File: src/rtl/packet_encoder_if.sv
// Handshake/bus bundle for packet_encoder: the host command fields, the UART tx
// done tick, and the byte stream / status outputs back to the transmitter and host.
interface packet_encoder_if #(
  parameter int unsigned DATA_BIT = 32
);
  logic                i_send;
  logic [DATA_BIT-1:0] i_output_pattern;
  logic [DATA_BIT-1:0] i_freq_pattern;
  logic                i_start;
  logic                i_stop;
  logic                i_mode;
  logic [3:0]          i_sel_out;
  logic                i_tx_done_tick;
  logic [7:0]          o_tx_data;
  logic                o_tx_start;
  logic                o_busy;
  logic                o_done_tick;
  logic                o_timeout;

  modport master (
    output i_send, i_output_pattern, i_freq_pattern, i_start, i_stop, i_mode,
           i_sel_out, i_tx_done_tick,
    input  o_tx_data, o_tx_start, o_busy, o_done_tick, o_timeout
  );

  modport slave (
    input  i_send, i_output_pattern, i_freq_pattern, i_start, i_stop, i_mode,
           i_sel_out, i_tx_done_tick,
    output o_tx_data, o_tx_start, o_busy, o_done_tick, o_timeout
  );
endinterface

File: src/rtl/packet_encoder.sv
// Serialises one pattern command into the decoder's byte layout and feeds a UART tx
// one byte per start/done-tick handshake. Define PACKET_ENCODER_CHECKSUM_EN to append an XOR byte.
module packet_encoder #(
  parameter int unsigned DATA_BIT    = 32,
  parameter int unsigned PACK_NUM    = 9,
  parameter int unsigned TIMEOUT_CYC = 65535
) (
  input  logic             clk,
  input  logic             rst_n,
  packet_encoder_if.slave  bus
);
  localparam int unsigned BUF_W = 8 * PACK_NUM;
  localparam int unsigned CNT_W = $clog2(PACK_NUM + 1);
`ifdef PACKET_ENCODER_CHECKSUM_EN
  localparam logic [CNT_W-1:0] LAST_IDX = CNT_W'(PACK_NUM);
  localparam logic [CNT_W-1:0] CSUM_IDX = CNT_W'(PACK_NUM - 1);
`else
  localparam logic [CNT_W-1:0] LAST_IDX = CNT_W'(PACK_NUM - 1);
`endif
  localparam logic [15:0] TO_LIM = 16'(TIMEOUT_CYC);
  localparam bit          WD_EN  = (TIMEOUT_CYC != 0);

  localparam logic [1:0] S_IDLE = 2'd0;
  localparam logic [1:0] S_SEND = 2'd1;
  localparam logic [1:0] S_WAIT = 2'd2;
  localparam logic [1:0] S_DONE = 2'd3;

  logic [1:0]       state_q, state_d;
  logic [BUF_W-1:0] buf_q, buf_d;
  logic [CNT_W-1:0] cnt_q, cnt_d;
  logic [15:0]      timer_q, timer_d;
  logic [7:0]       tx_data_q, tx_data_d;
  logic             tx_start_q, tx_start_d;
  logic             busy_q, busy_d;
  logic             done_q, done_d;
  logic             to_q, to_d;
`ifdef PACKET_ENCODER_CHECKSUM_EN
  logic [7:0]       csum_q, csum_d;
`endif

  always_comb begin
    state_d = state_q;
    buf_d   = buf_q;
    cnt_d   = cnt_q;
    timer_d = timer_q;
    to_d    = 1'b0;
`ifdef PACKET_ENCODER_CHECKSUM_EN
    csum_d  = csum_q;
`endif
    case (state_q)
      S_IDLE: begin
        if (bus.i_send) begin
          buf_d   = {bus.i_sel_out, 1'b0, bus.i_mode, bus.i_stop, bus.i_start,
                     bus.i_freq_pattern, bus.i_output_pattern};
          cnt_d   = '0;
`ifdef PACKET_ENCODER_CHECKSUM_EN
          csum_d  = '0;
`endif
          state_d = S_SEND;
        end
      end
      S_SEND: begin
        timer_d = '0;
        state_d = S_WAIT;
      end
      S_WAIT: begin
        // A tick on the expiry cycle takes priority over the watchdog.
        if (bus.i_tx_done_tick) begin
          buf_d = buf_q >> 8;
          cnt_d = cnt_q + 1'b1;
`ifdef PACKET_ENCODER_CHECKSUM_EN
          csum_d = csum_q ^ buf_q[7:0];
          if (cnt_q == CSUM_IDX) buf_d[7:0] = csum_q ^ buf_q[7:0];
`endif
          state_d = (cnt_q == LAST_IDX) ? S_DONE : S_SEND;
        end else begin
          timer_d = timer_q + 16'd1;
          if (WD_EN && timer_d == TO_LIM) begin
            to_d    = 1'b1;
            state_d = S_IDLE;
          end
        end
      end
      default: state_d = S_IDLE;
    endcase

    // Outputs are registered, so they are derived from the next state.
    tx_start_d = (state_d == S_SEND);
    tx_data_d  = (state_d == S_SEND) ? buf_d[7:0] : tx_data_q;
    done_d     = (state_d == S_DONE);
    busy_d     = (state_d != S_IDLE);
  end

  always_ff @(posedge clk) begin
    if (!rst_n) begin
      state_q    <= S_IDLE;
      buf_q      <= '0;
      cnt_q      <= '0;
      timer_q    <= '0;
      tx_data_q  <= '0;
      tx_start_q <= 1'b0;
      busy_q     <= 1'b0;
      done_q     <= 1'b0;
      to_q       <= 1'b0;
`ifdef PACKET_ENCODER_CHECKSUM_EN
      csum_q     <= '0;
`endif
    end else begin
      state_q    <= state_d;
      buf_q      <= buf_d;
      cnt_q      <= cnt_d;
      timer_q    <= timer_d;
      tx_data_q  <= tx_data_d;
      tx_start_q <= tx_start_d;
      busy_q     <= busy_d;
      done_q     <= done_d;
      to_q       <= to_d;
`ifdef PACKET_ENCODER_CHECKSUM_EN
      csum_q     <= csum_d;
`endif
    end
  end

  assign bus.o_tx_data   = tx_data_q;
  assign bus.o_tx_start  = tx_start_q;
  assign bus.o_busy      = busy_q;
  assign bus.o_done_tick = done_q;
  assign bus.o_timeout   = to_q;
endmodule

File: src/flat_wrapper.sv
// flat-port wrapper written by rule: the top's interface ports become plain ports
module packet_encoder_flat 
#(
  parameter int unsigned DATA_BIT    = 32,
  parameter int unsigned PACK_NUM    = 9,
  parameter int unsigned TIMEOUT_CYC = 65535
)
  (clk, rst_n, bus_i_send, bus_i_output_pattern, bus_i_freq_pattern, bus_i_start, bus_i_stop, bus_i_mode, bus_i_sel_out, bus_i_tx_done_tick, bus_o_tx_data, bus_o_tx_start, bus_o_busy, bus_o_done_tick, bus_o_timeout);
  packet_encoder_if #(.DATA_BIT(DATA_BIT)) bus_i ();
  input  logic clk;
  input  logic rst_n;
  input wire logic [$bits(bus_i.i_send)-1:0] bus_i_send;
  input wire logic [$bits(bus_i.i_output_pattern)-1:0] bus_i_output_pattern;
  input wire logic [$bits(bus_i.i_freq_pattern)-1:0] bus_i_freq_pattern;
  input wire logic [$bits(bus_i.i_start)-1:0] bus_i_start;
  input wire logic [$bits(bus_i.i_stop)-1:0] bus_i_stop;
  input wire logic [$bits(bus_i.i_mode)-1:0] bus_i_mode;
  input wire logic [$bits(bus_i.i_sel_out)-1:0] bus_i_sel_out;
  input wire logic [$bits(bus_i.i_tx_done_tick)-1:0] bus_i_tx_done_tick;
  output wire logic [$bits(bus_i.o_tx_data)-1:0] bus_o_tx_data;
  output wire logic [$bits(bus_i.o_tx_start)-1:0] bus_o_tx_start;
  output wire logic [$bits(bus_i.o_busy)-1:0] bus_o_busy;
  output wire logic [$bits(bus_i.o_done_tick)-1:0] bus_o_done_tick;
  output wire logic [$bits(bus_i.o_timeout)-1:0] bus_o_timeout;
  assign bus_i.i_send = bus_i_send;
  assign bus_i.i_output_pattern = bus_i_output_pattern;
  assign bus_i.i_freq_pattern = bus_i_freq_pattern;
  assign bus_i.i_start = bus_i_start;
  assign bus_i.i_stop = bus_i_stop;
  assign bus_i.i_mode = bus_i_mode;
  assign bus_i.i_sel_out = bus_i_sel_out;
  assign bus_i.i_tx_done_tick = bus_i_tx_done_tick;
  assign bus_o_tx_data = bus_i.o_tx_data;
  assign bus_o_tx_start = bus_i.o_tx_start;
  assign bus_o_busy = bus_i.o_busy;
  assign bus_o_done_tick = bus_i.o_done_tick;
  assign bus_o_timeout = bus_i.o_timeout;
  packet_encoder #(.DATA_BIT(DATA_BIT), .PACK_NUM(PACK_NUM), .TIMEOUT_CYC(TIMEOUT_CYC)) u_core (.clk(clk), .rst_n(rst_n), .bus(bus_i));
endmodule
File: config.mk
export PLATFORM = sky130hd
export DESIGN_NAME = packet_encoder_flat
export DESIGN_NICKNAME = d
export VERILOG_FILES = /design/src/rtl/packet_encoder_if.sv /design/src/rtl/packet_encoder.sv /design/src/flat_wrapper.sv
export SDC_FILE = /design/constraint.sdc
export NUM_CORES = 1
export LEC_CHECK = 0
export BUFFER_PORTS_ARGS = -buffer_cell sky130_fd_sc_hd__buf_2
export CORE_MARGIN = 2
export CORE_UTILIZATION = 36
export DETAILED_ROUTE_END_ITERATION = 12
export PLACE_DENSITY_LB_ADDON = 0.25
export SLEW_MARGIN = 20
export SYNTH_ARGS = -nofsm -noshare
export SYNTH_HDL_FRONTEND = slang
export SYNTH_SLANG_ARGS = --single-unit
export TNS_END_PERCENT = 10
File: constraint.sdc
create_clock -name clk -period 5.8 [get_ports clk]
set_input_delay 0.87 -clock clk [delete_from_list [all_inputs] [get_ports clk]]
set_output_delay 0.87 -clock clk [all_outputs]
set_load 0.01 [all_outputs]
==> results of run 1 <==
-- tightest hold or removal path: cells and delay by family (launching register included) --
kind | cells | cell delay (ps)
AOI/OAI and AO/OA | 1 | 50
DFF | 1 | 320
and+or+nand+nor | 1 | 50
-- how the worst min path moves through the flow --
stage / startpoint / to / slack (ps) / cells past startpoint
after floorplan: u_core.timer_q[15] / u_core.timer_q[15] / 430 / 1
after global placement: u_core.buf_q[60] / u_core.buf_q[60] / 450 / 2
after detailed placement: u_core.buf_q[60] / u_core.buf_q[60] / 450 / 2
after CTS: u_core.buf_q[60] / u_core.buf_q[60] / 460 / 2
after global routing: u_core.buf_q[57] / u_core.buf_q[57] / 480 / 2
final: u_core.buf_q[57] / u_core.buf_q[57] / 460 / 2
-- area by class of cell --
cell class	instances	area [µm²]	share of cell area, %
multi-input combinational	351	2260	43.2
sequential	100	2000	38.3
timing repair buffer	90	460	8.80
clock buffer	9	225	4.30
tap	168	210	4.02
clock inverter	7	56.3	1.08
inverter	5	18.8	0.359
-- power breakdown --
group	total [µW]	internal [µW]	switching, µW
Combinational	178	77.8	100
Clock	579	298	281
Sequential	753	729	24.5
Total	1510	1100	405
-- cell usage after synthesis (all sizes together), types with 3 or more instances --
cell type and number:
a21boi 60, a21oi 11, a22oi 69, a31oi 6, and2 3, and3 3, buf 18, clkbuf 29
dfxtp 100, ha 4, inv 5, nand2 79, nand3 6, nand4 5, nor2 20, nor2b 17
nor3 7, o211a 10, o211ai 3, o21ai 12, o221a 4, xnor2 3
-- state kept, by name, indices dropped and copies added, names as in the netlist --
signal	count
u_core.bus.o_timeout	1
u_core.bus.o_busy	1
u_core.buf_q	66
u_core.state_q	2
u_core.bus.o_done_tick	1
u_core.cnt_q	4
u_core.bus.o_tx_data	8
u_core.bus.o_tx_start	1
u_core.timer_q	16
-- metrics by stage --
| step | total power (µW) | util, % | setup WS (ps) | cell area, µm² |
|---|---|---|---|---|
| 2_1_floorplan | 883 | - | 3700 | 4480 |
| 3_3_place_gp | 945 | 41.1 | 2640 | 4950 |
| 3_5_place_dp | 949 | 41.1 | 2570 | 4950 |
| 4_1_cts | 1530 | 43.4 | 2850 | 5230 |
| 5_1_grt | 1580 | 43.4 | 2650 | 5230 |
| 6_report | 1510 | 43.4 | 2850 | 5230 |
-- cell families (layout without fill, tap and decap cells) --
logic type	count (synthesis)	after routing	synth area share, %
buffers and inverters	52	111	5.09
DFF	100	100	44.7
and+or+nand+nor	157	157	17.1
xor gates and xnor gates	5	5	1.15
adders and majority gates	4	4	1.12
AOI/OAI and AO/OA	183	183	30.3
muxes	2	2	0.503
-- routing by layer --
layer	vias up	wire length [µm]
met1	1816	4750
met5	-	13
met3	14	699
li1	1926	-
met2	81	5000
met4	2	127
==> run_results.csv, run 1 <==
group,metric,value,unit
yosys,ys_seq_area_share,44.7,%
sta,hold_violations,0,
sta,rsz0062_at_grt,"no",
yosys,yosys_warnings,0,
yosys,yosysTopAreaCell,"dfxtp_1",
yosys,synth_edf_count,0,
setup_path,crit_family,"simple AND/OR/NAND/NOR gates",
clocking,hold_buffers,0,
finish,final_cell_mix,"dfxtp_1, buf_2, nand2_1",
clocking,post-cts-setup-buffers,0,
setup_path,r2r_end,"u_core.bus.o_tx_data[5]",
sta,period_share,50.8,%
grt,grt.met3_usage,5.39,%
route,vias,3839,
route,drt_wl_total,10600,µm
clocking,htree_num_levels,3,
route,detail-route-antenna-nets,0,
setup_path,cp_num_buf_inv,2,
clocking,cts_sinks,100,
grt,met2_usage,26.7,%
setup_path,required,6050,ps
clocking,post_cts_resized,0,
sta,slew_viol_final,0,
run_status,status,"complete, no violations",
floorplan,initial_utilization,37.1,%
clocking,clk_latency,350,ps
finish,nNetsFinal,636,
route,drt_iter0_drc,348,
floorplan,core_area,12100,µm²
finish,final_layout_size_suffix_gt1_share,21.7,%
pwr,power.leakage,0.00207,µW
setup_path,cp_slowest_cell,"nor2_1",
clocking,cts_made_buffers,9,
clocking,cts_tree,"yes",
finish,area_delta_synth_final,16.9,%
setup_path,reg2reg_depth,6,
sta,slew-limit-headroom,42.8,%
yosys,yosys-top-cells-area,"dfxtp_1, a22oi_1, a21boi_0",
yosys,ys_async_sr_fraction,0,%
floorplan,die_width,116,µm
setup_path,slowest_delay,650,ps
grt,first_global_vias,3707,
yosys,netlist_area,4480,µm²
placed_design,place_congestion,0.797,
yosys,synth_fp_nets,582,
route,drc,0,
setup_path,critPathMaxFanout,45,
clocking,cts_buffer_depth,2,
setup_path,crit_path_start,"bus_i_tx_done_tick",
placed_design,hpwl,6850,µm
setup_path,critPathCaptureType,"flip-flop",
sta,setup-violations-final,0,
setup_path,timing.reg2reg.setup_slack,2960,ps
finish,nFillCells,1250,
yosys,synthCells,503,
floorplan,num_io_pins,87,
worst_hold_path,hold_class,"reg2reg",
clocking,cts.clk_slew.worst_paths,70,ps
setup_path,worst-path-stages,7,
grt,use_met1,20.3,%
finish,layout_commonest_cell,"dfxtp_1",
finish,fin_cells,730,
yosys,synth.distinct_cells,52,
grt,track_usage,16.3,%
placed_design,numPortBuffers,86,
grt,grt.busiest_layer,"met2",
sta,fin_skew,5.85,ps
setup_path,r2r_start,"u_core.state_q[0]",
route,drt-vias-per-instance,5.26,
grt,grt_antenna_before_repair,1,
setup_path,critPathKind,"in2reg",
placed_design,post-place-cells,714,
floorplan,fp.dieH,116,µm
flow_run,cap_violations,0,
pwr,ir_drop,0.154,mV
sta,tightest_slew,858,ps
sta,fin_crit,2950,ps
clocking,cts-root-buf,"clkbuf_16",
grt,overflow,0,
sta,hold_ws,462,ps
setup_path,worst-endpoint-arrival,3200,ps
route,drt-wirelength-per-cell,14.5,µm
setup_path,endpoint,"u_core.bus.o_tx_data[5]",
floorplan,die_area,13300,µm²
finish,n_antenna_cell,0,
route,drt-pass1-iter-count,4,
floorplan,rows,40,
grt,grt_max_degree,98,
yosys,synth.avg_cell_area,8.90,µm²
sta,fmaxAchievable,0.340,GHz
sta,fin_setup_tns,0,ps
setup_path,cp-start-kind,"primary input",
pwr,powerDensity,289,nW/µm²
setup_path,crit_path_cell_trace,"buf_2, and3b_2, buf_4, a21bo_2, nor2_1, o221ai_1, a21boi_0",
yosys,synthFlopType,"dfxtp_1",
yosys,yosys.area.top_type_share,44.7,%
grt,grt_pass1_wl,17300,µm
yosys,synth_seq_cells,100,
No activity file was read; power rests on OpenSTA's default activity.
==> run 2, diff against run 1 <==
ABC_AREA = 1   (was default)
clock period = 2.6 ns   (was 5.8 ns; I/O delays follow)
==> run 2 against run 1 <==
Against the previous run:
- count of clock-buffer cells in the layout is 3 higher
- sequential cell count fell by 1
- worst setup slack got worse by 2400 ps
- synthesized cell count rose by 18%
- clock skew fell by 1.1 ps
- sequential share of layout area shrank 1.1 points
- critical path type is now reg2reg
==> run_results.csv, run 2 <==
group,metric,value,unit
run_status,status,"complete, no violations",
yosys,synth.most_common_cell,"nand2_1",
setup_path,crit_path_cell_trace,"inv_1, nand3_2, clkinv_1, nor2_4, buf_4, nand2_1, o21ai_0",
sta,slew-limit-headroom,59.8,%
yosys,synthCells,594,
clocking,cts_tree,"yes",
route,vias,4147,
sta,rsz0062_at_grt,"no",
yosys,synth_seq_cells,99,
sta,period_share,84.2,%
sta,hold_ws,273,ps
yosys,synth_top_family_by_area,"simple AND/OR/NAND/NOR gates",
clocking,cts.clk_slew.worst_paths,60,ps
floorplan,initial_utilization,37.0,%
pwr,power.leakage,0.00214,µW
floorplan,die_area,13300,µm²
setup_path,r2r_start,"u_core.state_q[0]",
setup_path,timing.reg2reg.setup_slack,410,ps
placed_design,place_congestion,0.881,
finish,nFillCells,1263,
yosys,synth_edf_count,0,
finish,final_cell_mix,"nand2_1, dfxtp_1, buf_2",
grt,track_usage,18.0,%
setup_path,worst-endpoint-arrival,2460,ps
placed_design,post-place-cells,820,
grt,first_global_vias,3886,
worst_hold_path,holdPathEnd,"u_core.buf_q[64]",
clocking,cts-root-buf,"clkbuf_16",
route,detail-route-antenna-nets,0,
setup_path,slowest_delay,500,ps
floorplan,num_io_pins,87,
yosys,synth_adder_area_share,1.12,%
yosys,yosys_warnings,0,
yosys,ys_async_sr_fraction,0,%
worst_hold_path,holdPathStages,3,
pwr,power.total,3400,µW
route,drt-wirelength-per-cell,13.6,µm
setup_path,r2r_end,"u_core.buf_q[68]",
sta,slew_viol_final,0,
clocking,htree_num_levels,3,
setup_path,required,2870,ps
setup_path,critPathCaptureType,"flip-flop",
sta,fmaxAchievable,0.457,GHz
placed_design,place_area,5040,µm²
route,drt_wl_total,11400,µm
yosys,synth_common_cells,"nand2_1, dfxtp_1, a21oi_1",
placed_design,hpwl,7780,µm
route,drt-vias-per-instance,4.96,
finish,fin_cells,836,
flow_run,cap_violations,0,
setup_path,cp-start-kind,"flip-flop",
yosys,netlist_area,4470,µm²
floorplan,die_width,115,µm
route,drt-pass1-iter-count,4,
finish,postLayoutCellArea,5330,µm²
yosys,synth.avg_cell_area,7.52,µm²
pwr,ir_drop,0.325,mV
sta,hold_violations,0,
setup_path,cp_slowest_cell,"buf_4",
clocking,hold_buffers,0,
yosys,synth_fp_nets,673,
finish,nNetsFinal,742,
yosys,ys_seq_area_share,44.4,%
floorplan,rows,40,
route,drc,0,
yosys,synthFlopType,"dfxtp_1",
clocking,cts_sinks,99,
finish,multi_input_area,2120,µm²
finish,final_layout_size_suffix_gt1_share,20.5,%
pwr,powerDensity,637,nW/µm²
clocking,cts_buffer_depth,2,
worst_hold_path,hold_class,"in2reg",
floorplan,fp.dieH,115,µm
sta,setup-violations-final,0,
sta,fin_setup_tns,0,ps
sta,tightest_slew,604,ps
worst_hold_path,holdCritStartpoint,"bus_i_start",
setup_path,critPathMaxFanout,60,
setup_path,cp_num_buf_inv,3,
clocking,post-cts-setup-buffers,0,
finish,regMostFlops,"u_core.buf_q",
yosys,synthMuxAreaShare,0,%
yosys,yosysTopAreaCell,"dfxtp_1",
placed_design,numPortBuffers,86,
clocking,clk_latency,350,ps
grt,grt_max_degree,73,
yosys,yosys.area_share.simple,25.2,%
yosys,yosys.area.top_type_share,44.4,%
clocking,cts_made_buffers,9,
setup_path,reg2reg_depth,7,
grt,grt_antenna_before_repair,0,
sta,fin_skew,4.73,ps
finish,seqCellArea,1980,µm²
grt,overflow,0,
sta,fin_crit,2190,ps
finish,layout_commonest_cell,"nand2_1",
finish,area_delta_synth_final,19.3,%
setup_path,crit_path_start,"u_core.state_q[0]",
setup_path,critPathKind,"reg2reg",
finish,n_antenna_cell,0,
clocking,post_cts_resized,0,
floorplan,core_area,12100,µm²
yosys,yosys-top-cells-area,"dfxtp_1, nand2_1, a22oi_1",
yosys,synth-compound-area-share,20.4,%
yosys,synthXorXnorAreaFrac,0.392,%
setup_path,crit_family,"buffers and inverters",
yosys,synth.distinct_cells,32,
route,drt_iter0_drc,224,
grt,grt_pass1_wl,18800,µm
finish,largest_reg_flops,65,
[run 2: changes by cell type after synthesis, moves of 8 or more]
cell | before | now
nand4_1 | 4 | 15
a21boi_0 | 52 | 0
o211a_1 | 10 | 0
a22oi_1 | 69 | 47
a221oi_1 | 1 | 9
a21oi_1 | 11 | 64
nor2_1 | 20 | 41
nand2_1 | 79 | 136
nand3_1 | 5 | 26
nor2b_1 | 17 | 0
a21boi_1 | 8 | 0
inv_1 | 5 | 62
clkbuf_1 | 29 | 18
[run 2: worst max path at each step]
stage	end	slack, ps	cells after the start
floorplan	u_core.bus.o_tx_data[2]	790	15
detailed placement	u_core.buf_q[68]	440	7
global route	u_core.buf_q[68]	140	7
CTS	u_core.buf_q[68]	420	7
finish	u_core.buf_q[68]	410	7
global placement	u_core.buf_q[4]	470	8
[run 2: layer usage]
metal  track usage, %  part of all wire [%]  wire length, µm  vias up
met5                0                     0                0        -
met4             6.43                   1.3              146        0
met1             25.0                    48             5410     1890
met2             27.2                    46             5230      109
li1                 -                     -                -     2137
met3             4.11                   5.0              566       11
[run 2: per-stage QoR]
stage	setup WS (ps)	util, %
after floorplan	794	-
after global placement	466	41.8
after detailed placement	440	41.8
after CTS	421	44.2
after global routing	142	44.2
final	410	44.2
[run 2: worst register-to-register path, cell delays in order (launching register included)]
cell	delay [ps]
dfxtp_1	390
inv_1	140
nand3_2	190
clkinv_1	160
nor2_4	130
buf_4	500
nand2_1	350
o21ai_0	240
[run 2: power by group]
group | switching, µW | internal (µW)
registers | 48.5 | 1610
clock network | 595 | 707
logic | 266 | 169
[run 2: cell type report]
class / instances / share of cell area, %
Clock buffer: 12 / 4.81
Clock inverter: 4 / 0.610
Tap cell: 168 / 3.94
Sequential cell: 99 / 37.2
Timing Repair Buffer: 93 / 9.30
Inverter: 63 / 4.44
Multi-Input combinational cell: 397 / 39.7
[run 2: cell families after synthesis]
group | after synthesis
and+or+nand+nor | 247
buffers and inverters | 98
AOI/OAI and AO/OA | 144
adders and majority gates | 4
xor gates and xnor gates | 2
DFF | 99
